===== src/rtl/q_pipe_sched.sv =====
// rtl/q_pipe_sched.sv - two-source round-robin token scheduler for a two-phase q_2step pipeline
module q_pipe_sched #(
    parameter int MAX_INFLIGHT = 5,
    parameter int TAG_DEPTH    = 8
) (
    input  logic       clk,
    input  logic       rst,
    input  logic       start,
    input  logic       req0,
    input  logic       req1,
    output logic       gnt0,
    output logic       gnt1,
    output logic       r_in,
    input  logic       a_in,
    input  logic       r_out,
    output logic       a_out,
    output logic       done0,
    output logic       done1,
    output logic [3:0] inflight,
    output logic       err
);

    localparam int PW = (TAG_DEPTH > 1) ? $clog2(TAG_DEPTH) : 1;
    localparam int CW = $clog2(TAG_DEPTH + 1);
    localparam logic [3:0]    MAX_CNT  = 4'(MAX_INFLIGHT);
    localparam logic [PW-1:0] LAST_PTR = PW'(TAG_DEPTH - 1);

    typedef enum logic {
        IDLE     = 1'b0,
        WAIT_ACK = 1'b1
    } state_t;

    state_t r_state;
    state_t w_state_nxt;

    logic          r_a_in_s1;
    logic          r_a_in_s;
    logic          r_r_out_s1;
    logic          r_r_out_s;
    logic          r_req_in;
    logic          r_a_out;
    logic          r_gnt0;
    logic          r_gnt1;
    logic          r_done0;
    logic          r_done1;
    logic          r_err;
    logic          r_last;
    logic [3:0]    r_inflight;
    logic          r_tag_mem [TAG_DEPTH];
    logic [PW-1:0] r_wr_ptr;
    logic [PW-1:0] r_rd_ptr;
    logic [CW-1:0] r_count;

    logic w_inject;
    logic w_src;
    logic w_complete;
    logic w_pop;
    logic w_tag;

    // Two-flop synchronizers for the asynchronous pipeline handshake inputs
    always_ff @(posedge clk or posedge rst) begin
        if (rst) begin
            r_a_in_s1  <= 1'b0;
            r_a_in_s   <= 1'b0;
            r_r_out_s1 <= 1'b0;
            r_r_out_s  <= 1'b0;
        end else begin
            r_a_in_s1  <= a_in;
            r_a_in_s   <= r_a_in_s1;
            r_r_out_s1 <= r_out;
            r_r_out_s  <= r_r_out_s1;
        end
    end

    // Head FSM state register
    always_ff @(posedge clk or posedge rst) begin
        if (rst) begin
            r_state <= IDLE;
        end else begin
            r_state <= w_state_nxt;
        end
    end

    // Head FSM next state, injection decision and round-robin source pick
    always_comb begin
        w_state_nxt = r_state;
        w_inject    = 1'b0;
        w_src       = 1'b0;
        case (r_state)
            IDLE: begin
                if (start && (r_inflight < MAX_CNT) && (req0 || req1)) begin
                    w_inject    = 1'b1;
                    w_state_nxt = WAIT_ACK;
                    // Both requesting: the source not served last wins
                    w_src = (req0 && req1) ? ~r_last : req1;
                end
            end
            WAIT_ACK: begin
                if (r_a_in_s == r_req_in) begin
                    w_state_nxt = IDLE;
                end
            end
        endcase
    end

    // Tail side: a pending tail request is serviced every cycle it is seen
    always_comb begin
        w_complete = (r_r_out_s != r_a_out);
        w_pop      = w_complete && (r_count != '0);
        w_tag      = r_tag_mem[r_rd_ptr];
    end

    // Handshake toggles, one-cycle pulses, sticky error and arbitration pointer
    always_ff @(posedge clk or posedge rst) begin
        if (rst) begin
            r_req_in <= 1'b0;
            r_a_out  <= 1'b0;
            r_gnt0   <= 1'b0;
            r_gnt1   <= 1'b0;
            r_done0  <= 1'b0;
            r_done1  <= 1'b0;
            r_err    <= 1'b0;
            r_last   <= 1'b1;
        end else begin
            r_gnt0  <= w_inject && !w_src;
            r_gnt1  <= w_inject && w_src;
            r_done0 <= w_pop && !w_tag;
            r_done1 <= w_pop && w_tag;
            if (w_inject) begin
                r_req_in <= ~r_req_in;
                r_last   <= w_src;
            end
            if (w_complete) begin
                r_a_out <= ~r_a_out;
            end
            if (w_complete && !w_pop) begin
                r_err <= 1'b1;
            end
        end
    end

    // In-flight counter and tag FIFO pointers; a tail request on an empty FIFO pops nothing
    always_ff @(posedge clk or posedge rst) begin
        if (rst) begin
            r_inflight <= 4'd0;
            r_count    <= '0;
            r_wr_ptr   <= '0;
            r_rd_ptr   <= '0;
        end else begin
            case ({w_inject, w_pop})
                2'b10: begin
                    r_inflight <= r_inflight + 4'd1;
                    r_count    <= r_count + 1'b1;
                end
                2'b01: begin
                    r_inflight <= r_inflight - 4'd1;
                    r_count    <= r_count - 1'b1;
                end
                default: begin
                    r_inflight <= r_inflight;
                    r_count    <= r_count;
                end
            endcase
            if (w_inject) begin
                r_wr_ptr <= (r_wr_ptr == LAST_PTR) ? '0 : r_wr_ptr + 1'b1;
            end
            if (w_pop) begin
                r_rd_ptr <= (r_rd_ptr == LAST_PTR) ? '0 : r_rd_ptr + 1'b1;
            end
        end
    end

    // Tag storage; contents are only meaningful between the pointers
    always_ff @(posedge clk) begin
        if (w_inject) begin
            r_tag_mem[r_wr_ptr] <= w_src;
        end
    end

    assign gnt0     = r_gnt0;
    assign gnt1     = r_gnt1;
    assign r_in     = r_req_in;
    assign a_out    = r_a_out;
    assign done0    = r_done0;
    assign done1    = r_done1;
    assign inflight = r_inflight;
    assign err      = r_err;

endmodule


===== config.mk =====
export PLATFORM = sky130hd
export DESIGN_NAME = q_pipe_sched
export DESIGN_NICKNAME = d
export VERILOG_FILES = /design/src/rtl/q_pipe_sched.sv
export SDC_FILE = /design/constraint.sdc
export NUM_CORES = 1
export LEC_CHECK = 0
export ABC_AREA = 1
export CAP_MARGIN = 30
export CELL_PAD_IN_SITES_DETAIL_PLACEMENT = 0
export CELL_PAD_IN_SITES_GLOBAL_PLACEMENT = 2
export CORE_MARGIN = 2
export CORE_UTILIZATION = 31
export DETAILED_ROUTE_END_ITERATION = 7
export PLACE_DENSITY = 0.81
export SYNTH_ARGS = -nofsm -noshare
export SYNTH_HDL_FRONTEND = slang
export SYNTH_SLANG_ARGS = --single-unit

===== constraint.sdc =====
create_clock -name clk -period 2.15 [get_ports clk]
set_input_delay 0.215 -clock clk [delete_from_list [all_inputs] [get_ports clk]]
set_output_delay 0.215 -clock clk [all_outputs]
set_load 0.01 [all_outputs]

# Yosys cells after proc, flatten, opt, wreduce, memory -nomap -nowiden

Memory sizes are Yosys's and may differ from the RTL's.
Cells that the tools add are included.

Order comparisons: 1
Bitwise operators: 4
Equal/unequal tests: 6
Mux-type cells: 13
Reduce and logical (&&, ||, !) cells: 15
$add $sub $neg: 6

Operator list:

| operator              | count |
|---|---|
| $pmux W4 S2           | 2 |
| $logic_and A1 B1 Y1   | 9 |
| $add A4 B1 Y4 const B | 2 |
| $mux W1               | 8 |
| $sub A4 B1 Y4 const B | 2 |
| $add A3 B1 Y3 const B | 2 |
| $eq A3 B3 Y1 const B  | 2 |
| $mux W3               | 2 |
| $lt A4 B3 Y1 const B  | 1 |
| $not A1 Y1            | 4 |
| $reduce_bool A4 Y1    | 1 |
| $logic_not A1 Y1      | 3 |
| $eq A2 B1 Y1 const B  | 1 |
| $eq A2 B2 Y1 const B  | 1 |
| $pmux W1 S2           | 1 |
| $reduce_bool A2 Y1    | 1 |
| $eq A1 B1 Y1          | 1 |
| $logic_or A1 B1 Y1    | 1 |
| $ne A1 B1 Y1          | 1 |

Logic and storage cells: 63
Memories kept: 1
RAM bits: 8
Output and inout bits: 11
Register bits after elaboration: 27
Input port bits: 7

Memory list:

| name      | words | width | read ports | clocked after memory_dff | write ports | line | RTL |
|---|---|---|---|---|---|---|---|
| r_tag_mem | 8     | 1     | 1          | 0                        | 1           | 49   | `logic r_tag_mem [TAG_DEPTH];` |

# Depth between registers and ports, before layout

Gate-level depths: netlist of run 1.

Depth in word-level cells: 7
Gate-level depth with buffers: 15

# Worst setup path before layout of run 1

No wires, ideal clock.

Path kind: reg-to-reg
From: register r_inflight[3], in the netlist inflight[3]
To: register r_inflight[2], in the netlist inflight[2]
Data arrival time: 1982 ps
Library setup time: 129 ps
Slack: 39 ps
Path buffers: 2
Clock period less this slack: 2111 ps
Cell stages (with the launch flop): 14
Cells stage by stage: dfrtp_1 > nor2_1 > o211ai_1 > nor2_2 > buf_6 > inv_2 > ha_1 > buf_6 > nor2_1 > nor2_4 > ha_1 > a21oi_1 > xor2_1 > o21ai_0

Longest elaborated chain between the ends: 7
Elaborated cells between the ends (all ways): 9
Classes of those cells: order compare (1); eq/ne (2); mux (3); reduce/logical (3)

Ends and longest elaborated chain:

| element                                                  | line | RTL |
|---|---|---|
| start: declaration                                       | 48   | `logic [3:0] r_inflight;` |
| start signal: assignment                                 | 152  | `r_inflight <= r_inflight + 4'd1;` |
| start signal: assignment                                 | 156  | `r_inflight <= r_inflight - 4'd1;` |
| start signal: assignment                                 | 160  | `r_inflight <= r_inflight;` |
| $lt A4 B3 Y1 *                                           | 91   | `if (start && (r_inflight < MAX_CNT) && (req0 \|\| req1)) begin` |
| $logic_and A1 B1 Y1 * (2 in a row)                       | 91   |  |
| $mux W1 *                                                | 91   |  |
| $mux W1 *                                                | 89   | `case (r_state)` |
| $eq A2 B1 Y1 / $eq A2 B2 Y1 (equally long branches)      | 150  | `case ({w_inject, w_pop})` |
| $pmux W4 S2 / $reduce_bool A2 Y1 (equally long branches) | --   |  |

Mark *: on every way between the ends. The rest lies on a longest branch, timed or not.
A chain may end at the register's enable or synchronous reset.

# Final worst setup path of run 1

From: register r_count[0]
To: register r_inflight[2], in the netlist inflight[2]

Longest elaborated chain between the ends: 4
Elaborated cells between the ends (all ways): 6
Classes of those cells: eq/ne (2); mux (1); reduce/logical (3)

Ends and longest elaborated chain:

| element                                                  | line | RTL |
|---|---|---|
| start: declaration                                       | 52   | `logic [CW-1:0] r_count;` |
| start signal: assignment                                 | 153  | `r_count <= r_count + 1'b1;` |
| start signal: assignment                                 | 157  | `r_count <= r_count - 1'b1;` |
| start signal: assignment                                 | 161  | `r_count <= r_count;` |
| $reduce_bool A4 Y1 *                                     | 109  | `w_pop = w_complete && (r_count != '0);` |
| $logic_and A1 B1 Y1 *                                    | 109  |  |
| via w_pop                                                | 57   | `logic w_pop;` |
| $eq A2 B1 Y1 / $eq A2 B2 Y1 (equally long branches)      | 150  |  |
| $pmux W4 S2 / $reduce_bool A2 Y1 (equally long branches) | --   |  |

The timed path passes the listed nets; every way through them passes the cells marked *.

==> results.sh, run 1 <==
export IMPL_clk_latency_ps=290
export IMPL_core_rowCount=26
export IMPL_gr_usage_met1_pct=14.8
export IMPL_power_frac_clock_pct=16.3
export IMPL_final_estimated_routing_congestion_in_global_placement=0.792
export IMPL_synth_edff_count=8
export IMPL_yosys_register_bits=35
export IMPL_initialDrtViolationCount=34
export IMPL_grt_use_met2_pct=17.2
export IMPL_port_buffers=17
export IMPL_worst_hold_slack_across_all_endpoints_ps=284
export IMPL_fp_dieH_um=77.2
export IMPL_cts_resized=0
export IMPL_via_count_of_the_first_global_routing_pass=1178
export IMPL_report_power_total_w=0.00287
export IMPL_worst_ep_required_time_ps=2320
export IMPL_placed_area_sq_um=1970
export IMPL_fraction_of_power_consumed_by_combinational_cells_pct=46.5
export IMPL_tritoncts="done"
export IMPL_run_status="complete, no violations"
export IMPL_yosysWarnings=0
export IMPL_pin_count=18
export IMPL_clockRootBuffer="sky130_fd_sc_hd__clkbuf_8"
export IMPL_post_cts_setup_buffers=0
export IMPL_synthArstFlopShare_pct=77.1
export IMPL_grt_util_met3_pct=3.88
export IMPL_n_antenna_cell=0
export IMPL_design_core_area_sq_um=5140
export IMPL_power_switching_fraction_pct=39.0
export IMPL_relSlewSlack_pct=76.7
export IMPL_timing_final_max_slew_violations=0
export IMPL_arrival_ps=2140
export IMPL_drive_above_1_share_pct=13.3
export IMPL_clock_skew_final_ps=8.11
export IMPL_synth_sequential_area_ratio_pct=55.2
export IMPL_grt_antenna_before_repair=0
export IMPL_avgSynthCellArea_sq_um=9.28
export IMPL_route_final_wire_length_um=2970
export IMPL_floorplan_initialDensity_pct=32.3
export IMPL_achievable_frequency_ghz=0.509
export IMPL_postSynth_topFlopCell="sky130_fd_sc_hd__dfrtp_1"
export IMPL_route_detailed_drc=0
export IMPL_syn_num_nets=194
export IMPL_timing_final_crit_period_ps=1960
export IMPL_final_hold_viol_count=0
export IMPL_netlist_instances=179
export IMPL_detailedPlacementHpwl_um=2260
export IMPL_critical_path_startpoint_type="register"
export IMPL_top_usage_layer="met2"
export IMPL_clkSlewWorstSetupHoldPaths_ps=80
export IMPL_drt_pass1_iter_count=4
export IMPL_layout_stage_area_growth_over_the_synthesis_result_pct=24.6
export IMPL_gr_usage_all_layers_pct=11.5
export IMPL_post_route_cell_area_sq_um=2070
export IMPL_cts_hold_repair_buffers=0
export IMPL_synth_area_sq_um=1660
export IMPL_die_ar_sq_um=5960
export IMPL_detailroute_via_count=1136
export IMPL_routedWlPerCell_um=10.6
export IMPL_cts_htree_levels=2
export IMPL_crit_path_end_kind="register"
export IMPL_cts_sinks=35
export IMPL_clk_path_buf_depth=2
export IMPL_cts_buffer_count=5
export IMPL_maxCapViolCount=0
export IMPL_drt_antenna_violating_nets=0
export IMPL_maximum_number_of_pins_on_one_net_before_global_route_repair=28
export IMPL_maximum_fanout_count_along_the_critical_path=7
export IMPL_max_slew_worst_pin_slew_ps=349
export IMPL_power_frac_seq_pct=37.1
export IMPL_overflow=0
export IMPL_die_width_um=77.2
export IMPL_crit_type="register to register"
export IMPL_min_period_over_period_pct=91.4
export IMPL_viasPerCell=4.04
export IMPL_fillerInstances=560
export IMPL_synth_cell_types=25
export IMPL_static_leakage_power_nw=0.992
export IMPL_finalSetupViolations=0
export IMPL_power_per_cell_area_nw_per_um2=1390
export IMPL_setup_tns_ps=0
export IMPL_layout_nets=225
export IMPL_timing_hold_worst_class="input port to asynchronous set/reset pin"
export IMPL_unrepaired_setup_endpoints_after_global_routing="false"
export IMPL_ir_worst_vdd_v=0.000587
export IMPL_p_switching_w=0.00112
export IMPL_internal_power_w=0.00175
export IMPL_grt_first_pass_wirelength_um=5230
-- flip-flops by register name, summed over array words and instances, names as in the netlist, 3 cells and up --
name	count
r_wr_ptr	3
inflight	4
r_rd_ptr	3
r_count	4
r_tag_mem	8
-- critical path: stages (launching register included) --
cell and delay (ps):
sky130_fd_sc_hd__dfrtp_1 430, sky130_fd_sc_hd__nor2_1 110, sky130_fd_sc_hd__nand3_1 90, sky130_fd_sc_hd__nand2_1 130, sky130_fd_sc_hd__inv_1 80, sky130_fd_sc_hd__ha_2 220, sky130_fd_sc_hd__nor2_1 170, sky130_fd_sc_hd__nor2_4 60
sky130_fd_sc_hd__ha_1 170, sky130_fd_sc_hd__a21oi_1 140, sky130_fd_sc_hd__xor2_1 150, sky130_fd_sc_hd__o21ai_0 90
-- through the flow --
step / utilization [%] / setup slack (ps) / instances
6_report: 40.2 / 186 / 281
3_5_place_dp: 38.3 / -38.2 / 273
3_3_place_gp: 38.3 / 5.38 / 273
5_1_grt: 40.2 / 8.35 / 281
2_1_floorplan: - / 39.4 / 179
4_1_cts: 40.0 / 103 / 281
-- placed cells by master (no fill, tap or decap), drive strengths merged --
| master | instances |
|---|---|
| nor3 | 2 |
| nor2 | 27 |
| nand3 | 9 |
| nand3b | 1 |
| o21ai | 14 |
| clkinvlp | 2 |
| clkinv | 1 |
| ha | 8 |
| nand2 | 43 |
| dfrtp | 26 |
| o211ai | 1 |
| inv | 22 |
| dfstp | 1 |
| clkdlybuf4s50 | 17 |
| a21o | 1 |
| xnor2 | 4 |
| buf | 11 |
| edfxtp | 8 |
| clkbuf | 5 |
| xor2 | 5 |
| a21oi | 3 |
-- power groups by stage --
stage	clock, W	sequential [W]	combinational [W]
after floorplan	0	0.00111	0.000840
after detailed placement	0	0.00108	0.00135
after CTS	0.000486	0.00107	0.00136
after global routing	0.000517	0.00110	0.00153
after global placement	0	0.00108	0.00134
final	0.000469	0.00106	0.00133
-- layout make-up --
cell class                 count  area [sq um]  area share (%)
sequential                    35           917            44.3
multi-input combinational    118           639            30.9
timing repair buffer          28           253            12.2
tap                           70          87.6            4.23
inverter                      22          82.6            3.99
clock buffer                   5          68.8            3.33
clock inverter                 3          20.0           0.968
-- path summary, 6_finish.rpt --
path	endpoint	slack, ps	cells past startpoint	start
max in group asynchronous	r_last	1560	3	rst
worst max register to register	inflight[2]	190	11	r_count[0]
worst max-delay path	inflight[2]	190	11	r_count[0]
min in group clk	r_r_out_s	350	0	r_r_out_s1
worst min-delay path	r_state	280	3	rst
worst min register to register	r_r_out_s	350	0	r_r_out_s1
-- synth_stat cells (2+ instances only) --
cell type	instances	area (sq um)
sky130_fd_sc_hd__dfrtp_1	26	651
sky130_fd_sc_hd__xor2_1	5	43.8
sky130_fd_sc_hd__xnor2_1	4	35.0
sky130_fd_sc_hd__nor2_2	2	12.5
sky130_fd_sc_hd__nand2_1	42	158
sky130_fd_sc_hd__nor2_1	24	90.1
sky130_fd_sc_hd__a21oi_1	3	15.0
sky130_fd_sc_hd__edfxtp_1	8	240
sky130_fd_sc_hd__buf_6	2	22.5
sky130_fd_sc_hd__ha_1	8	100
sky130_fd_sc_hd__inv_1	21	78.8
sky130_fd_sc_hd__nand3_1	9	45.0
sky130_fd_sc_hd__o21ai_0	13	65.1
-- layer usage --
metal  up-vias  part of all wire (%)
li1        622                     -
met1       494                    49
met2        16                    46
met3         4                   3.5
met4         0                   1.3
met5         -                     0
-- kinds of logic (layout without fill, tap and decap cells) --
family | Yosys count | count (layout) | synth area share, %
fa+ha+maj | 8 | 8 | 6.03
flops | 35 | 35 | 55.2
buf+inv | 26 | 58 | 6.86
compound gates | 19 | 19 | 6.03
xor+xnor | 9 | 9 | 4.75
simple gates | 82 | 82 | 21.1
Note: power is estimated with default switching activity, not from simulation.
==> inputs of run 2 (changes only) <==
--- a/config.mk
+++ b/config.mk
@@ -12,6 +12,7 @@
 export CORE_MARGIN = 2
 export CORE_UTILIZATION = 31
 export DETAILED_ROUTE_END_ITERATION = 7
+export GPL_TIMING_DRIVEN = 0
 export PLACE_DENSITY = 0.81
 export SYNTH_ARGS = -nofsm -noshare
 export SYNTH_HDL_FRONTEND = slang
==> results.sh, run 2 (synthesis results as in run 1) <==
export IMPL_register_ranked_first_by_flip_flop_count="r_tag_mem"
export IMPL_drive_above_1_share_pct=17.2
export IMPL_multi_input_comb_area_sq_um=682
export IMPL_worst_hold_slack_across_all_endpoints_ps=288
export IMPL_route_final_wire_length_um=3100
export IMPL_critical_path_startpoint_type="register"
export IMPL_fp_dieH_um=77.2
export IMPL_timing_critical_path_cells="nor2_1 -> o211ai_1 -> nor2_2 -> buf_6 -> inv_4 -> ha_4 -> buf_6 -> nor2_4 -> nor2_4 -> ha_4 -> a21oi_2 -> xor2_1 -> o21ai_1"
export IMPL_power_frac_seq_pct=37.3
export IMPL_final_estimated_routing_congestion_in_global_placement=0.707
export IMPL_route_detailed_drc=0
export IMPL_cts_hold_repair_buffers=0
export IMPL_grt_antenna_before_repair=0
export IMPL_worst_ep_required_time_ps=2320
export IMPL_n_antenna_cell=0
export IMPL_final_hold_viol_count=0
export IMPL_die_width_um=77.2
export IMPL_clk_path_buf_depth=2
export IMPL_drt_pass1_iter_count=4
export IMPL_maxCapViolCount=0
export IMPL_detailedPlacementHpwl_um=2270
export IMPL_clockRootBuffer="sky130_fd_sc_hd__clkbuf_8"
export IMPL_design_core_area_sq_um=5140
export IMPL_critical_path_max_stage_delay_ps=380
export IMPL_port_buffers=17
export IMPL_via_count_of_the_first_global_routing_pass=1138
export IMPL_internal_power_w=0.00180
export IMPL_tritoncts="done"
export IMPL_initialDrtViolationCount=53
export IMPL_power_switching_fraction_pct=39.0
export IMPL_crit_path_buf_inv_count=3
export IMPL_crit_type="register to register"
export IMPL_maximum_fanout_count_along_the_critical_path=8
export IMPL_min_period_over_period_pct=93.1
export IMPL_viasPerCell=4.26
export IMPL_largest_reg_flops=8
export IMPL_r2r_worst_path_cells=13
export IMPL_die_ar_sq_um=5960
export IMPL_run_status="complete, no violations"
export IMPL_timing_critical_path_max_delay_family="simple AND/OR/NAND/NOR gates"
export IMPL_power_frac_clock_pct=15.1
export IMPL_setup_tns_ps=0
export IMPL_cts_sinks=35
export IMPL_clk_latency_ps=280
export IMPL_relSlewSlack_pct=63.1
export IMPL_crit_path_end_kind="register"
export IMPL_core_rowCount=26
export IMPL_p_switching_w=0.00115
export IMPL_detailroute_via_count=1213
export IMPL_power_per_cell_area_nw_per_um2=1370
export IMPL_crit_path_top_delay_cell="sky130_fd_sc_hd__dfrtp_1"
export IMPL_fraction_of_power_consumed_by_combinational_cells_pct=47.6
export IMPL_clock_skew_final_ps=6.17
export IMPL_commonest_cells_after_routing_fill_and_taps_aside="sky130_fd_sc_hd__nand2_1 (41), sky130_fd_sc_hd__dfrtp_1 (24), sky130_fd_sc_hd__nor2_1 (23)"
export IMPL_arrival_ps=2170
export IMPL_static_leakage_power_nw=1.02
export IMPL_floorplan_initialDensity_pct=32.3
export IMPL_sequential_area_sq_um=920
export IMPL_fin_cells=285
export IMPL_finalSetupViolations=0
export IMPL_ir_worst_vdd_v=0.000553
export IMPL_drt_antenna_violating_nets=0
export IMPL_cts_htree_levels=2
export IMPL_layout_stage_area_growth_over_the_synthesis_result_pct=30.0
export IMPL_gr_usage_all_layers_pct=11.6
export IMPL_overflow=0
export IMPL_max_slew_worst_pin_slew_ps=553
export IMPL_pin_count=18
export IMPL_maximum_number_of_pins_on_one_net_before_global_route_repair=17
export IMPL_achievable_frequency_ghz=0.500
export IMPL_critical_path_depth=13
export IMPL_placed_cells=267
export IMPL_layout_nets=229
export IMPL_grt_first_pass_wirelength_um=5350
export IMPL_timing_final_crit_period_ps=2000
export IMPL_fillerInstances=560
export IMPL_timing_final_max_slew_violations=0
export IMPL_clkSlewWorstSetupHoldPaths_ps=70
export IMPL_most_frequent_standard_cell_in_the_layout_excluding_fill_and_tap_cells="sky130_fd_sc_hd__nand2_1"
export IMPL_cts_buffer_count=5
export IMPL_timing_hold_worst_class="input port to asynchronous set/reset pin"
export IMPL_routedWlPerCell_um=10.9
==> run 2: repair_timing <==
item	4_1_cts	5_1_grt
cloned	0	0
gates resized for setup	2	14
setup endpoints to repair	2	3
pin swaps	0	8
buffers inserted	2	8
==> run 2: area by class of cell <==
cell class,count,share of cell area [%]
Clock inverter,2,0.348
Clock buffer,6,3.36
Multi-Input combinational cell,118,31.6
Timing Repair Buffer,28,12.6
Buffer,4,1.45
Sequential cell,35,42.6
Tap cell,70,4.06
Inverter,22,3.94
==> run 2: power by group through the flow <==
stage                     Sequential [W]  Combinational [W]  Clock [W]
after floorplan                  0.00111           0.000840          0
after global placement           0.00111            0.00121          0
after detailed placement         0.00112            0.00122          0
after CTS                        0.00110            0.00126   0.000463
after global routing             0.00114            0.00161   0.000498
final                            0.00110            0.00140   0.000444
==> run 2: worst paths after layout <==
kind	start	endpoint	slack (ps)
worst max-delay path	r_state	inflight[2]	150
worst min-delay path	rst	r_state	290
worst max register to register	r_state	inflight[2]	150
worst min register to register	r_r_out_s1	r_r_out_s	350
max in group asynchronous	rst	r_last	1310
min in group clk	r_r_out_s1	r_r_out_s	350
==> run 2: worst reg2reg max path: stages, from the launching register on <==
cell and delay [ps]:
sky130_fd_sc_hd__dfrtp_1 380, sky130_fd_sc_hd__nor2_1 120, sky130_fd_sc_hd__o211ai_1 110, sky130_fd_sc_hd__nor2_2 150, sky130_fd_sc_hd__buf_6 120, sky130_fd_sc_hd__inv_4 40
sky130_fd_sc_hd__ha_4 150, sky130_fd_sc_hd__buf_6 130, sky130_fd_sc_hd__nor2_4 120, sky130_fd_sc_hd__nor2_4 50, sky130_fd_sc_hd__ha_4 150, sky130_fd_sc_hd__a21oi_2 110
sky130_fd_sc_hd__xor2_1 180, sky130_fd_sc_hd__o21ai_1 90
==> run 2: stage by stage <==
| stage | area [sq um] | setup slack [ps] | total power, W | util, % |
|---|---|---|---|---|
| 4_1_cts | 2040 | 2.76 | 0.00283 | 39.8 |
| 6_report | 2160 | 149 | 0.00295 | 42.0 |
| 3_5_place_dp | 1950 | -275 | 0.00234 | 37.9 |
| 5_1_grt | 2160 | -4.51 | 0.00325 | 42.0 |
| 3_3_place_gp | 1920 | -279 | 0.00232 | 37.3 |
| 2_1_floorplan | 1660 | 39.4 | 0.00195 | - |
==> run 2: metal layers <==
metal	wire, um	global-route usage, %
met1	1490	15.1
met2	1470	17.5
met3	126	4.24
met4	21	4.29
met5	0	0
